**src/rtl/if_stage_pkg.sv**
```systemverilog
// Shared rv32i definitions for the fetch stage: instruction width, the
// canonical NOP, base opcodes and a word-alignment helper.
package if_stage_pkg;

    localparam int          INSN_W   = 32;
    localparam logic [31:0] NOP_INSN = 32'h0000_0013;   // addi x0, x0, 0

    // Base opcodes (kept here so decode can share them instead of duplicating)
    localparam logic [6:0] OPC_LUI    = 7'b0110111;
    localparam logic [6:0] OPC_AUIPC  = 7'b0010111;
    localparam logic [6:0] OPC_JAL    = 7'b1101111;
    localparam logic [6:0] OPC_JALR   = 7'b1100111;
    localparam logic [6:0] OPC_BRANCH = 7'b1100011;
    localparam logic [6:0] OPC_LOAD   = 7'b0000011;
    localparam logic [6:0] OPC_STORE  = 7'b0100011;
    localparam logic [6:0] OPC_OP_IMM = 7'b0010011;
    localparam logic [6:0] OPC_OP     = 7'b0110011;

    // Clear the two byte-offset bits of an address.
    function automatic logic [31:0] word_align(input logic [31:0] addr);
        return addr & 32'hFFFF_FFFC;
    endfunction

endpackage

```
**src/rtl/if_stage_if.sv**
```systemverilog
// Bus bundle for the fetch stage: instruction-memory port, decode handshake
// and redirect input. master = fetch stage, slave = its environment.
interface if_stage_if;
    import if_stage_pkg::*;

    logic                redirect;
    logic [31:0]         redirect_pc;
    logic                id_ready;
    logic                imem_req;
    logic [31:0]         imem_addr;
    logic                imem_ack;
    logic [INSN_W-1:0]   imem_rdata;
    logic [INSN_W-1:0]   ir;
    logic [31:0]         pc;
    logic                if_valid;

    modport master (
        input  redirect, redirect_pc, id_ready, imem_ack, imem_rdata,
        output imem_req, imem_addr, ir, pc, if_valid
    );

    modport slave (
        output redirect, redirect_pc, id_ready, imem_ack, imem_rdata,
        input  imem_req, imem_addr, ir, pc, if_valid
    );

endinterface

```
**src/rtl/if_stage.sv**
```systemverilog
// rv32i instruction-fetch stage. Issues one word fetch at a time, hands the
// word to decode with valid/ready, and follows branch/jump redirects. A
// redirect that arrives while a request is outstanding cannot cancel it
// (the address must stay stable until ack), so the target is parked in
// pending_pc_r and the returning word is dropped.
module if_stage
    import if_stage_pkg::*;
#(
    parameter logic [31:0] RESET_PC = 32'h0000_0000
) (
    input  logic        clk,
    input  logic        rst_n,
    if_stage_if.master  bus
);

    typedef enum logic [1:0] {
        ST_IDLE  = 2'd0,
        ST_FETCH = 2'd1,
        ST_HOLD  = 2'd2
    } fetch_state_e;

    fetch_state_e       state_r,      state_s;
    logic [31:0]        fetch_pc_r,   fetch_pc_s;
    logic [31:0]        pending_pc_r, pending_pc_s;
    logic               discard_r,    discard_s;
    logic [INSN_W-1:0]  ir_r,         ir_s;
    logic [31:0]        pc_r,         pc_s;
    logic               if_valid_r,   if_valid_s;
    logic [31:0]        target_s;

    // Next-state and datapath decisions for the fetch FSM.
    always_comb begin
        state_s      = state_r;
        fetch_pc_s   = fetch_pc_r;
        pending_pc_s = pending_pc_r;
        discard_s    = discard_r;
        ir_s         = ir_r;
        pc_s         = pc_r;
        if_valid_s   = if_valid_r;
        target_s     = word_align(bus.redirect_pc);

        case (state_r)
            ST_IDLE: begin
                state_s = ST_FETCH;
                if (bus.redirect) begin
                    fetch_pc_s = target_s;
                end else begin
                    fetch_pc_s = fetch_pc_r;
                end
            end

            ST_FETCH: begin
                if (bus.imem_ack) begin
                    if (discard_r || bus.redirect) begin
                        // Wrong-path word: drop it and refetch from the newest target.
                        discard_s  = 1'b0;
                        fetch_pc_s = bus.redirect ? target_s : pending_pc_r;
                    end else begin
                        ir_s       = bus.imem_rdata;
                        pc_s       = fetch_pc_r;
                        if_valid_s = 1'b1;
                        fetch_pc_s = fetch_pc_r + 32'd4;
                        state_s    = ST_HOLD;
                    end
                end else if (bus.redirect) begin
                    // Request still in flight: remember the target, keep the address.
                    pending_pc_s = target_s;
                    discard_s    = 1'b1;
                end else begin
                    state_s = ST_FETCH;
                end
            end

            ST_HOLD: begin
                if (bus.redirect) begin
                    if_valid_s = 1'b0;
                    ir_s       = NOP_INSN;
                    fetch_pc_s = target_s;
                    state_s    = ST_FETCH;
                end else if (bus.id_ready) begin
                    if_valid_s = 1'b0;
                    ir_s       = NOP_INSN;
                    state_s    = ST_FETCH;
                end else begin
                    state_s = ST_HOLD;
                end
            end

            default: begin
                state_s    = ST_IDLE;
                if_valid_s = 1'b0;
                ir_s       = NOP_INSN;
                discard_s  = 1'b0;
            end
        endcase
    end

    // State and output registers; reset abandons any outstanding request.
    always_ff @(posedge clk or negedge rst_n) begin
        if (!rst_n) begin
            state_r      <= ST_IDLE;
            fetch_pc_r   <= word_align(RESET_PC);
            pending_pc_r <= word_align(RESET_PC);
            discard_r    <= 1'b0;
            ir_r         <= NOP_INSN;
            pc_r         <= word_align(RESET_PC);
            if_valid_r   <= 1'b0;
        end else begin
            state_r      <= state_s;
            fetch_pc_r   <= fetch_pc_s;
            pending_pc_r <= pending_pc_s;
            discard_r    <= discard_s;
            ir_r         <= ir_s;
            pc_r         <= pc_s;
            if_valid_r   <= if_valid_s;
        end
    end

    assign bus.imem_req  = (state_r == ST_FETCH);
    assign bus.imem_addr = fetch_pc_r;
    assign bus.ir        = ir_r;
    assign bus.pc        = pc_r;
    assign bus.if_valid  = if_valid_r;

endmodule

```
**src/flat_wrapper.sv**
```systemverilog
// flat-port wrapper written by rule: the top's interface ports become plain ports
module if_stage_flat import if_stage_pkg::*;
#(
    parameter logic [31:0] RESET_PC = 32'h0000_0000
)
  (clk, rst_n, bus_redirect, bus_redirect_pc, bus_id_ready, bus_imem_ack, bus_imem_rdata, bus_imem_req, bus_imem_addr, bus_ir, bus_pc, bus_if_valid);
  if_stage_if bus_i ();
  input  logic clk;
  input  logic rst_n;
  input wire logic [$bits(bus_i.redirect)-1:0] bus_redirect;
  input wire logic [$bits(bus_i.redirect_pc)-1:0] bus_redirect_pc;
  input wire logic [$bits(bus_i.id_ready)-1:0] bus_id_ready;
  input wire logic [$bits(bus_i.imem_ack)-1:0] bus_imem_ack;
  input wire logic [$bits(bus_i.imem_rdata)-1:0] bus_imem_rdata;
  output wire logic [$bits(bus_i.imem_req)-1:0] bus_imem_req;
  output wire logic [$bits(bus_i.imem_addr)-1:0] bus_imem_addr;
  output wire logic [$bits(bus_i.ir)-1:0] bus_ir;
  output wire logic [$bits(bus_i.pc)-1:0] bus_pc;
  output wire logic [$bits(bus_i.if_valid)-1:0] bus_if_valid;
  assign bus_i.redirect = bus_redirect;
  assign bus_i.redirect_pc = bus_redirect_pc;
  assign bus_i.id_ready = bus_id_ready;
  assign bus_i.imem_ack = bus_imem_ack;
  assign bus_i.imem_rdata = bus_imem_rdata;
  assign bus_imem_req = bus_i.imem_req;
  assign bus_imem_addr = bus_i.imem_addr;
  assign bus_ir = bus_i.ir;
  assign bus_pc = bus_i.pc;
  assign bus_if_valid = bus_i.if_valid;
  if_stage #(.RESET_PC(RESET_PC)) u_core (.clk(clk), .rst_n(rst_n), .bus(bus_i));
endmodule
```
**config.mk**
```make
export PLATFORM = sky130hd
export DESIGN_NAME = if_stage_flat
export DESIGN_NICKNAME = d
export VERILOG_FILES = /design/src/rtl/if_stage_pkg.sv /design/src/rtl/if_stage_if.sv /design/src/rtl/if_stage.sv /design/src/flat_wrapper.sv
export SDC_FILE = /design/constraint.sdc
export NUM_CORES = 1
export LEC_CHECK = 0
export BUFFER_PORTS_ARGS = -buffer_cell sky130_fd_sc_hd__buf_2
export CORE_ASPECT_RATIO = 0.5
export CORE_MARGIN = 5
export CORE_UTILIZATION = 52
export CTS_CLUSTER_SIZE = 20
export DETAILED_ROUTE_END_ITERATION = 16
export PLACE_DENSITY = 0.75
export SYNTH_ARGS = -nofsm -noshare
export SYNTH_HDL_FRONTEND = slang
export SYNTH_SLANG_ARGS = --single-unit
```
**constraint.sdc**
```tcl
create_clock -name clk -period 2.1 [get_ports clk]
set_input_delay 0.21 -clock clk [delete_from_list [all_inputs] [get_ports clk]]
set_output_delay 0.21 -clock clk [all_outputs]
set_load 0.01 [all_outputs]
```
==> reports/qor.yml, run 1 <==
outcome: "finished clean"
num_vias: 5459
cts_setup_buffers: 0
cts_tree: "done"
slowest_stage: "dfrtp_1"
gp_congestion: 0.9039
ys_types: 59
endpoint_kind: "flip-flop"
fmax_ghz: 0.4944
drtPass1Iterations: 5
clock-sinks: 132
pin_count: 167
core.rowCount: 27
relSlewSlack: 0.6154
cp-start-kind: "flip-flop"
total_leakage_power_nw: 3.960
min_path_cells: 2
fin_nets: 854
portBuffers: 164
combinationalPowerShare: 0.369
drv_slew: 0
start_util: 0.5400
grt_pass1_wl_mm: 28.52
startpoint: "u_core.bus.imem_addr[3]"
drive_gt1_frac: 0.3852
htreeDepth: 4
power_switching_w: 0.004159
r2r_start: "u_core.bus.imem_addr[3]"
ys_top_cells_by_count: "129 x dfrtp_1, 108 x nand2_1, 34 x o21ai_0, 31 x a22o_1, 31 x mux2_2"
antenna_found_initial: 0
swShare: 0.3618
worst_pin_slew_ns: 0.5769
seq_power_share: 0.367
numCtsBuffers: 17
grt_use_total: 0.2626
worst-path-stages: 6
viasPerCell: 5.795
cp_num_buf_inv: 0
wl_per_cell_um: 18.80
grt_pass1_vias: 5462
power_density_nw_per_um2: 1437
worstPathRequired_ns: 2.41
root_buffer: "clkbuf_16"
wl_met1_mm: 7.780
synth_edf_count: 0
yosysSeqAreaShare: 0.5494
maxCapViolCount: 0
avgSynthCellArea_sq_um: 10.51
rsz0062_at_grt: "no"
clkPwrFrac: 0.265
max-vdd-ir-drop_uv: 619.9
ys_top_cells_by_area: "dfrtp_1 54%, nand2_1 6.7%, mux2_2 5.8%"
grt_max_degree: 62
async_flop_share: 1.000
slowest_delay_ns: 0.43
cp_max_fo: 6
wl_met3_mm: 1.617
fin_crit_sh: 0.9632
crit_chain: "ha_1 > nand4_1 > nor2_1 > nand3_1 > o311a_1 > a211oi_1"
coreArea_sq_um: 11150
first_iter_violations: 472
layoutNonFillerInstCount: 942
clk_pin_slew_ns: 0.06
ys_ff_latch: 132
final-hold-violation-count: 0
syn_inst: 573
dp_hpwl_mm: 12.61
die-area_sq_um: 13960
die_x_um: 162.2
clock_skew_ns: 0.008726
clockBufferDepth: 2
area_growth_pct: 32.92
yosysTopAreaCellShare: 0.5363
synthFlopType: "dfrtp_1"
clkLatencyLatePin_ns: 0.42
synth.most_common_cell: "dfrtp_1"
synth.net_count: 643
drtAntennaViolNets: 0
drc_errors: 0
cp.arrival_ns: 2.34
synth_area_leader_cell: "dfrtp_1"
finalSetupTns_ns: 0
min_from: "bus_imem_rdata[3]"
criticalPathCategory: "reg -> reg"
crit_family: "simple AND/OR/NAND/NOR gates"
synth_area_sq_um: 6020
dp_cells: 907
min_period_ns: 2.023
yosys_warnings: 0
drt_wl_total_mm: 17.71
topRoutingLayerUsed: "met4"
setup_viol: 0
dieHeight_um: 86.08
n_antenna_cell: 0
p_int_w: 0.007337
fill_cells: 842
hold_path_class: "in -> reg"
r2r_cells: 6
overflow: 0
routed-wl-met2_mm: 8.111
## path summary, 6_finish.rpt
path	slack [ns]	end
setup / recovery	0.08	u_core.bus.imem_addr[20]
min in group asynchronous	0.35	u_core.bus.ir[12]
hold / removal	0.01	u_core.bus.ir[3]
hold reg to reg	0.46	u_core.bus.pc[15]
max in group asynchronous	1.02	u_core.bus.ir[0]
setup reg to reg	0.08	u_core.bus.imem_addr[20]
## cells by family (layout without fill, tap and decap cells)
| logic type | after synthesis | count (layout) | synth area share |
|---|---|---|---|
| adders and majority gates | 1 | 1 | 0.002078 |
| and+or+nand+nor | 212 | 212 | 0.1677 |
| buffers and inverters | 47 | 271 | 0.03720 |
| muxes | 34 | 34 | 0.06298 |
| xor gates and xnor gates | 12 | 12 | 0.01746 |
| AOI/OAI and AO/OA | 135 | 135 | 0.1632 |
| DFF | 132 | 132 | 0.5494 |
## registers in the layout, indices dropped and copies added (netlist names)
signal and count:
u_core.bus.pc 32, u_core.state_r 2, u_core.bus.imem_addr 32, u_core.bus.ir 32, u_core.bus.if_valid 1, u_core.discard_r 1, u_core.pending_pc_r 32
## what timing repair did
item,CTS,global route
endpoints found under the hold margin,56,0
gates resized for setup,0,4
hold buffers,3,0
endpoints found under the setup margin,0,3
## layer usage
| metal | vias to the layer above | global-route usage |
|---|---|---|
| li1 | 2501 | - |
| met2 | 246 | 0.4143 |
| met5 | - | 0 |
| met3 | 24 | 0.07249 |
| met4 | 0 | 0.08519 |
| met1 | 2688 | 0.3567 |
## power groups by stage
stage | clock [W] | sequential [W] | combinational (W)
after CTS | 0.00308 | 0.00420 | 0.00424
after floorplan | 0 | 0.00461 | 0.00186
after detailed placement | 0 | 0.00421 | 0.00421
final | 0.00304 | 0.00422 | 0.00424
after global placement | 0 | 0.00418 | 0.00410
after global routing | 0.00321 | 0.00435 | 0.00461
## worst reg2reg max path: cells and delay by family, from the launching register on
| kind | cells | cell delay (ns) |
|---|---|---|
| and+or+nand+nor | 3 | 0.71 |
| AOI/OAI and AO/OA | 2 | 0.56 |
| DFF | 1 | 0.43 |
| adders and majority gates | 1 | 0.23 |
## layout make-up
type	instances	area [sq um]	share of cell area
Timing Repair Buffer	228	1340	0.1675
Multi-Input combinational cell	394	2525	0.3156
Clock inverter	14	177.7	0.02220
Sequential cell	132	3307	0.4133
Clock buffer	18	429.2	0.05364
Tap cell	145	181.4	0.02267
Inverter	11	41.29	0.005160
## stage by stage
| stage | cell area [sq um] | hold slack (ns) | setup WS, ns | total power, W | util |
|---|---|---|---|---|---|
| after CTS | 7981 | 0.001047 | 0.06155 | 0.01152 | 0.7159 |
| after global placement | 7345 | 0.2158 | 0.1778 | 0.008281 | 0.6588 |
| after detailed placement | 7345 | 0.2230 | 0.09140 | 0.008418 | 0.6588 |
| after floorplan | 6020 | -0.08559 | 0.1089 | 0.006476 | - |
| after global routing | 8001 | 0.002622 | 0.01614 | 0.01217 | 0.7177 |
| final | 8001 | 0.01305 | 0.07731 | 0.01150 | 0.7177 |
## layout by cell type (no fill, tap or decap), types with 7 or more instances in the layout
cell type  Yosys  routed
buf_2          4     163
dfrtp_1      129     129
nand2_1      108     107
buf_4          3      59
o21ai_0       34      34
mux2_2        31      31
a22o_1        31      31
nor2_1        22      21
clkbuf_16      0      17
nand3_1       14      14
a21oi_1       14      14
nor3_1        11      11
inv_1         10      10
xnor2_1        9       9
and3_1         9       9
nand2b_1       7       7
nand4_1        7       7
a222oi_1       7       7
Note: power is estimated with default switching activity, not from simulation.
==> run 2: changes to the inputs <==
--- a/config.mk
+++ b/config.mk
@@ -5,13 +5,13 @@
 export SDC_FILE = /design/constraint.sdc
 export NUM_CORES = 1
 export LEC_CHECK = 0
-export BUFFER_PORTS_ARGS = -buffer_cell sky130_fd_sc_hd__buf_2
 export CORE_ASPECT_RATIO = 0.5
 export CORE_MARGIN = 5
-export CORE_UTILIZATION = 52
+export CORE_UTILIZATION = 56
 export CTS_CLUSTER_SIZE = 20
 export DETAILED_ROUTE_END_ITERATION = 16
-export PLACE_DENSITY = 0.75
+export DONT_BUFFER_PORTS = 1
+export PLACE_DENSITY = 0.8
 export SYNTH_ARGS = -nofsm -noshare
 export SYNTH_HDL_FRONTEND = slang
 export SYNTH_SLANG_ARGS = --single-unit
==> run 2 against run 1 <==
  * Total power decreased by 6.6%
  * Sequential power increased by 8.3%
  * Fmax increased by 0.59%
  * Non-clock buffer count decreased by 110
  * Via count decreased by 2.7%
  * The flow now finishes with violations (hold timing)
  * Wire length increased by 3.5%
  * Setup slack improved by 0.012 ns
  * Hold slack got worse by 0.53 ns
  * Largest power group is now registers
==> reports/qor.yml, run 2 (synthesis results as in run 1) <==
numCtsBuffers: 17
clock_skew_ns: 0.006871
die-area_sq_um: 13050
relSlewSlack: 0.2986
dp_hpwl_mm: 11.52
portBuffers: 0
seq_power_share: 0.425
combinationalPowerShare: 0.307
start_util: 0.5819
clk_pin_slew_ns: 0.06
antenna_found_initial: 0
place_ws_ns: 0.1777
violations: "hold timing"
finalSetupTns_ns: 0
power_density_nw_per_um2: 1401
max-vdd-ir-drop_uv: 637.1
overflow: 0
swShare: 0.3799
core.rowCount: 26
drt_wl_total_mm: 18.34
drtPass1Iterations: 5
grt_pass1_vias: 5339
criticalPathCategory: "reg -> reg"
outcome: "finished, violations left"
maxCapViolCount: 0
endpoint_kind: "flip-flop"
clockBufferDepth: 2
wl_per_cell_um: 22.17
holdBufCountCts: 65
final_cell_mix: "129 x dfrtp_1, 107 x nand2_1, 65 x dlygate4sd3_1"
n_antenna_cell: 0
final-hold-violation-count: 132
drv_slew: 0
cts_setup_buffers: 0
drc_errors: 0
worst_pin_slew_ns: 1.052
grt_max_degree: 133
cts_tree: "done"
mostFrequentLayoutCell: "dfrtp_1"
fmax_ghz: 0.4973
clock-sinks: 132
ff2ff_setup_slack_ns: 0.09
viasPerCell: 6.421
gp_congestion: 0.9733
coreArea_sq_um: 10340
dieHeight_um: 83.31
fin_nets: 744
power_switching_w: 0.004080
worstPathRequired_ns: 2.40
drtAntennaViolNets: 0
grt_pass1_wl_mm: 28.87
hold_path_class: "in -> async"
num_vias: 5310
p_int_w: 0.006660
fin_hold_ws_ns: -0.5193
min_period_ns: 2.011
drive_gt1_frac: 0.1936
clkPwrFrac: 0.268
root_buffer: "clkbuf_16"
cp_max_fo: 6
cp-start-kind: "flip-flop"
first_iter_violations: 623
grt_use_total: 0.2821
rsz0062_at_grt: "no"
total_leakage_power_nw: 3.463
area_growth_pct: 27.37
fin_util: 0.7412
cp.arrival_ns: 2.31
fin_ws_ns: 0.08925
htreeDepth: 4
setup_viol: 0
fin_crit_sh: 0.9575
die_x_um: 156.6
pin_count: 167
clkLatencyLatePin_ns: 0.42
## run 2: path summary, 6_finish.rpt
kind	from	end	depth (start not counted)
worst max register to register	u_core.bus.imem_addr[16]	u_core.bus.imem_addr[28]	5
worst max-delay path	u_core.bus.imem_addr[16]	u_core.bus.imem_addr[28]	5
min in group clk	bus_redirect_pc[4]	u_core.bus.imem_addr[4]	2
worst min register to register	u_core.pending_pc_r[30]	u_core.pending_pc_r[30]	1
max in group asynchronous	rst_n	u_core.bus.ir[0]	0
worst min-delay path	rst_n	u_core.bus.ir[3]	0
## run 2: per-stage QoR
step | cells | hold slack, ns | cell area, sq um | total power [W]
CTS | 827 | -0.5286 | 7661 | 0.01065
finish | 827 | -0.5193 | 7667 | 0.01074
global route | 827 | -0.5335 | 7667 | 0.01128
global placement | 730 | -0.08323 | 6439 | 0.007498
floorplan | 573 | -0.08559 | 6020 | 0.006476
detailed placement | 730 | -0.08342 | 6439 | 0.007645
## run 2: per-layer routing
metal,routed length [um],vias to the layer above,track usage
met4,435,0,0.1094
met3,2310,59,0.1059
met1,7155,2559,0.3616
met2,8432,398,0.4355
li1,-,2294,-
met5,0,-,0
## run 2: cell type report
type                            instances  area (sq um)
Clock inverter                         15         146.4
Sequential cell                       132          3307
Inverter                               11         41.29
Timing Repair Buffer                  118          1061
Tap cell                              140         175.2
Clock buffer                           17         425.4
Multi-Input combinational cell        394          2511
Fill cell                             660          2678
## run 2: worst max-delay path, cell delays in order, from the launching register on
cell and delay, ns:
dfrtp_1 0.38, nand4_1 0.23, or4_4 0.55, nor4_1 0.45, mux2i_1 0.24, a21oi_1 0.05
## run 2: power groups by stage
stage / clock network (W) / registers, W / logic (W)
6_report: 0.00288 / 0.00457 / 0.00329
5_1_grt: 0.00302 / 0.00467 / 0.00359
4_1_cts: 0.00289 / 0.00455 / 0.00321
3_5_place_dp: 0 / 0.00457 / 0.00308
3_3_place_gp: 0 / 0.00454 / 0.00296
2_1_floorplan: 0 / 0.00461 / 0.00186
## run 2: what timing repair did
item	CTS	global route
resized for setup	0	1
endpoints found under the setup margin	0	1
endpoints found under the hold margin	208	132
